$ cat config.mk
export PLATFORM = sky130hd
export DESIGN_NAME = seq_priority_encoder_flat
export DESIGN_NICKNAME = d
export VERILOG_FILES = /design/src/rtl/seq_priority_encoder_pkg.sv /design/src/rtl/seq_priority_encoder_if.sv /design/src/rtl/seq_priority_encoder_lsb_find.sv /design/src/rtl/seq_priority_encoder.sv /design/src/flat_wrapper.sv
export SDC_FILE = /design/constraint.sdc
export NUM_CORES = 1
export LEC_CHECK = 0
export CAP_MARGIN = 20
export CORE_UTILIZATION = 49
export CTS_CLUSTER_SIZE = 16
export DETAILED_ROUTE_END_ITERATION = 7
export GPL_TIMING_DRIVEN = 0
export PLACE_DENSITY = 0.94
export SYNTH_ARGS = -nofsm -noshare
export SYNTH_HDL_FRONTEND = slang
export SYNTH_SLANG_ARGS = --single-unit
$ cat constraint.sdc
create_clock -name clk -period 4.2 [get_ports clk]
set_clock_uncertainty 0.2 [all_clocks]
set_input_delay 0.42 -clock clk [delete_from_list [all_inputs] [get_ports clk]]
set_output_delay 0.42 -clock clk [all_outputs]
set_load 0.01 [all_outputs]
$ cat src/rtl/seq_priority_encoder_pkg.sv
// rtl/seq_priority_encoder_pkg.sv - shared types and width helpers for the sequential priority encoder
package seq_enc_pkg;

   typedef enum logic {
      IDLE = 1'b0,
      EMIT = 1'b1
   } state_t;

   localparam int DEFAULT_WIDTH = 8;

   function automatic int idx_w(input int width);
      return (width < 2) ? 1 : $clog2(width);
   endfunction

   // Request width must be a power of two so every index value maps to a bit.
   function automatic bit width_ok(input int width);
      return (width >= 2) && ((width & (width - 1)) == 0);
   endfunction

   localparam bit DEFAULT_WIDTH_OK = width_ok(DEFAULT_WIDTH);

endpackage

$ cat src/rtl/seq_priority_encoder_if.sv
// rtl/seq_priority_encoder_if.sv - request/index handshake bundle for the sequential priority encoder
interface seq_priority_encoder_if
   import seq_enc_pkg::*;
#(
   parameter int WIDTH = DEFAULT_WIDTH
);
   localparam int IDX_W = idx_w(WIDTH);

   logic             in_valid;
   logic             in_ready;
   logic [WIDTH-1:0] req;
   logic             out_valid;
   logic             out_ready;
   logic [IDX_W-1:0] out_idx;
   logic             out_last;
   logic             zero_err;

   modport master (
      output in_valid, req, out_ready,
      input  in_ready, out_valid, out_idx, out_last, zero_err
   );

   modport slave (
      input  in_valid, req, out_ready,
      output in_ready, out_valid, out_idx, out_last, zero_err
   );

endinterface

$ cat src/rtl/seq_priority_encoder_lsb_find.sv
// rtl/seq_priority_encoder_lsb_find.sv - combinational lowest-set-bit finder with one-hot detect
module lsb_find
   import seq_enc_pkg::*;
#(
   parameter  int WIDTH = DEFAULT_WIDTH,
   localparam int IDX_W = idx_w(WIDTH)
) (
   input  logic [WIDTH-1:0] vec,
   output logic [IDX_W-1:0] idx,
   output logic             found,
   output logic             single
);

   // Scan from the top down so the last hit written is the lowest index.
   always_comb begin
      idx   = '0;
      found = 1'b0;
      for (int i = WIDTH - 1; i >= 0; i--) begin
         if (vec[i]) begin
            idx   = i[IDX_W-1:0];
            found = 1'b1;
         end
      end
   end

   assign single = found && ((vec & (vec - WIDTH'(1))) == '0);

endmodule

$ cat src/rtl/seq_priority_encoder.sv
// rtl/seq_priority_encoder.sv - captures a multi-hot vector and emits its set-bit indices lowest first
module seq_priority_encoder
   import seq_enc_pkg::*;
#(
   parameter int WIDTH = DEFAULT_WIDTH
) (
   input logic                    clk,
   input logic                    rst,
   seq_priority_encoder_if.slave  bus
);
   localparam int IDX_W = idx_w(WIDTH);

   if (!width_ok(WIDTH)) begin : g_bad_width
      $error("seq_priority_encoder: WIDTH must be a power of two >= 2");
   end

   state_t           state;
   logic [WIDTH-1:0] pending;
   logic             zero_err;
   logic [IDX_W-1:0] low_idx;
   logic             found;
   logic             single;

   lsb_find #(.WIDTH(WIDTH)) u_lsb_find (
      .vec    (pending),
      .idx    (low_idx),
      .found  (found),
      .single (single)
   );

   // Every output is decoded from state/pending/zero_err only.
   assign bus.in_ready  = (state == IDLE);
   assign bus.out_valid = (state == EMIT) && found;
   assign bus.out_idx   = low_idx;
   assign bus.out_last  = (state == EMIT) && single;
   assign bus.zero_err  = zero_err;

   always_ff @(posedge clk or posedge rst) begin
      if (rst) begin
         state    <= IDLE;
         pending  <= '0;
         zero_err <= 1'b0;
      end else begin
         zero_err <= 1'b0;
         case (state)
            IDLE: begin
               if (bus.in_valid) begin
                  pending <= bus.req;
                  if (bus.req == '0) begin
                     zero_err <= 1'b1;
                  end else begin
                     state <= EMIT;
                  end
               end
            end
            EMIT: begin
               if (bus.out_ready) begin
                  pending <= pending & ~(WIDTH'(1) << low_idx);
                  if (single) begin
                     state <= IDLE;
                  end
               end
            end
            default: state <= IDLE;
         endcase
      end
   end

endmodule

$ cat src/flat_wrapper.sv
// flat-port wrapper written by rule: the top's interface ports become plain ports
module seq_priority_encoder_flat import seq_enc_pkg::*;
#(
   parameter int WIDTH = DEFAULT_WIDTH
)
  (clk, rst, bus_in_valid, bus_req, bus_out_ready, bus_in_ready, bus_out_valid, bus_out_idx, bus_out_last, bus_zero_err);
  seq_priority_encoder_if #(.WIDTH(WIDTH)) bus_i ();
  input logic clk;
  input logic rst;
  input wire logic [$bits(bus_i.in_valid)-1:0] bus_in_valid;
  input wire logic [$bits(bus_i.req)-1:0] bus_req;
  input wire logic [$bits(bus_i.out_ready)-1:0] bus_out_ready;
  output wire logic [$bits(bus_i.in_ready)-1:0] bus_in_ready;
  output wire logic [$bits(bus_i.out_valid)-1:0] bus_out_valid;
  output wire logic [$bits(bus_i.out_idx)-1:0] bus_out_idx;
  output wire logic [$bits(bus_i.out_last)-1:0] bus_out_last;
  output wire logic [$bits(bus_i.zero_err)-1:0] bus_zero_err;
  assign bus_i.in_valid = bus_in_valid;
  assign bus_i.req = bus_req;
  assign bus_i.out_ready = bus_out_ready;
  assign bus_in_ready = bus_i.in_ready;
  assign bus_out_valid = bus_i.out_valid;
  assign bus_out_idx = bus_i.out_idx;
  assign bus_out_last = bus_i.out_last;
  assign bus_zero_err = bus_i.zero_err;
  seq_priority_encoder #(.WIDTH(WIDTH)) u_core (.clk(clk), .rst(rst), .bus(bus_i));
endmodule
==> flow_metrics.tcl <==
set metrics [dict create \
    cts_tree "yes" \
    drv_cap 0 \
    synth-edff-count 0 \
    crit_type "reg2out" \
    routedWlPerCell_um 14.10 \
    cp_data_arrival_time_ns 2.65 \
    boundaryPins 19 \
    final_util_pct 75.63 \
    final_layout_size_suffix_gt1_share_pct 10.68 \
    ys_seq_elements 10 \
    routed_wl_um 1650 \
    clk_pin_slew_ns 0.07 \
    fill_cells 92 \
    ir_drop_mv 0.4585 \
    tightest_slew_ns 0.4563 \
    synth_top_area_share_pct 37.74 \
    initial_core_util_pct 55.91 \
    dpl.hpwl_um 1282 \
    post-route-period-util_pct 77.91 \
    critPathLaunchType "flip-flop" \
    yosys_warnings 0 \
    rows 12 \
    syn_to_final_growth_pct 35.28 \
    critPathRequiredTime_ns 3.58 \
    ant_nets 0 \
    postCtsSetupRepairBufs 0 \
    ys_seq_area_share_pct 37.74 \
    drc 0 \
    routed_via_density 5.795 \
    fin_total_pwr_uw 672.2 \
    synthArstFlopShare_pct 100.0 \
    syn_nets 93 \
    ctsHoldBuffers 0 \
    synth.area.top_cells "dfrtp_1, nand2_1, nor2_1, a2111oi_4, nor4_1" \
    synth_cells 81 \
    fin_setup_tns_ns 0 \
    slew_viol_final 0 \
    dr.pass1.iters 4 \
    grt_max_degree 11 \
    grtUsageTotal_pct 26.46 \
    n_antenna_cell 0 \
    min_period_ns 3.272 \
    final_nets 116 \
    worst_slack_ns 0.9277 \
    die_w_um 38.79 \
    cts_htree_levels 1 \
    cp_max_fo 7 \
    insertion_delay_ns 0.26 \
    clock-sinks 10 \
    grt_pass1_wl_um 2684 \
    cts-resized-gates 0 \
    numCtsBuffers 3 \
    place.port_buffers 18 \
    timing.fmax_ghz 0.3056 \
    grt_pass1_vias 600 \
    dp_slack_ns 1.220 \
    initialDrtViolationCount 24 \
    syn_area_per_cell_um2 8.187 \
    hold_ws_ns 0.2347 \
    p_leak_nw 0.3819 \
    rsz0062_at_grt "false" \
    status "finished, final reports clean" \
    hp-class "in2async" \
    critical_path.endpoint_type "output port" \
    hold_violations 0 \
    ys.flop_type "dfrtp_1" \
    die_y_um 38.79 \
    root_buffer "clkbuf_4" \
    cts_buffer_depth 2 \
    yosysTopAreaCell "dfrtp_1" \
    p_per_area_mw_per_mm2 749.3 \
    gp_congestion 0.9257 \
    antenna_found_initial 0 \
    vias 678 \
    grt_overflow 0 \
    setup_viol 0 \
    die_area_mm2 0.001504 \
    synth_cell_types 28 \
    core_mm2 0.001186 \
    synth_area_um2 663.1 \
    max_slew_margin_pct 69.30 \
]
## cell usage after synthesis (3+ instances only)
master / n
dfrtp_1: 10
nor4_1: 4
nor2_1: 10
o21ai_0: 3
inv_1: 4
nand2_1: 15
o21ai_1: 3
a21oi_1: 4
## critical path, stage by stage, from the launching register on
cell and delay [ns]:
dfrtp_1 0.45, or4_1 0.52, buf_2 0.18, a2111oi_4 0.20, a21oi_2 0.06, a311oi_2 0.24
and2_1 0.17, clkdlybuf4s50_1 0.55
## power by group
part / switching, mW / internal [mW] / total (mW)
clock: 0.0356 / 0.0526 / 0.0882
sequential: 0.0448 / 0.128 / 0.173
combinational: 0.209 / 0.202 / 0.411
## registers in the layout, indices dropped and copies added, names as in the netlist
signal / flops
u_core.pending: 8
u_core.bus.zero_err: 1
u_core.state: 1
## layout by cell type, fill, tap and decap left out, types with 3 or more instances in the layout
cell | netlist | final
o21ai_0 | 3 | 3
a21oi_1 | 4 | 4
nand2_1 | 15 | 15
dfrtp_1 | 10 | 10
nor4_1 | 4 | 4
clkbuf_4 | 0 | 3
nor2_1 | 10 | 10
inv_1 | 4 | 4
o21ai_1 | 3 | 3
clkdlybuf4s50_1 | 0 | 18
## cell families (layout without fill, tap and decap cells)
| logic type | Yosys count | count (layout) | share of synthesized area, % |
|---|---|---|---|
| buffers and inverters | 9 | 31 | 6.603 |
| multiplexers | 2 | 2 | 3.019 |
| AO/OA/AOI/OAI | 23 | 23 | 27.36 |
| AND/OR/NAND/NOR | 37 | 37 | 25.28 |
| flip-flops | 10 | 10 | 37.74 |
## layer usage
metal	routed length, um	share of wire (%)	up-vias	track usage [%]
met1	757	46	309	36.00
met5	0	0	-	0
met2	780	47	33	42.08
met4	0	0	0	6.034
li1	-	-	336	-
met3	112	6.8	0	6.358
## per-stage QoR
stage | cell area [um2] | cells
after floorplan | 663.1 | 81
after global placement | 860.8 | 113
after detailed placement | 860.8 | 113
after CTS | 897.1 | 117
after global routing | 897.1 | 117
final | 897.1 | 117
## path summary, 6_finish.rpt
kind                            slack [ns]  cells past startpoint                             to                           from
max in group asynchronous             3.29                      2  u_core.pending[0]$_DFFE_PP0P_                            rst
worst max register to register        2.08                      6         u_core.state$_DFF_PP0_  u_core.pending[0]$_DFFE_PP0P_
worst max-delay path                  0.93                      7                   bus_out_last  u_core.pending[0]$_DFFE_PP0P_
min in group clk                      0.45                      1  u_core.pending[5]$_DFFE_PP0P_  u_core.pending[1]$_DFFE_PP0P_
worst min register to register        0.45                      1  u_core.pending[5]$_DFFE_PP0P_  u_core.pending[1]$_DFFE_PP0P_
worst min-delay path                  0.23                      2  u_core.pending[6]$_DFFE_PP0P_                            rst
## cell type report
| class | instances | area, um2 | share of cell area (%) |
|---|---|---|---|
| Sequential cell | 10 | 250.2 | 27.89 |
| Inverter | 4 | 15.01 | 1.674 |
| Buffer | 5 | 28.78 | 3.208 |
| Clock buffer | 4 | 36.28 | 4.045 |
| Timing Repair Buffer | 18 | 180.2 | 20.08 |
| Tap cell | 14 | 17.52 | 1.953 |
| Multi-Input combinational cell | 62 | 369.1 | 41.14 |
(Power assumes the default switching activity.)
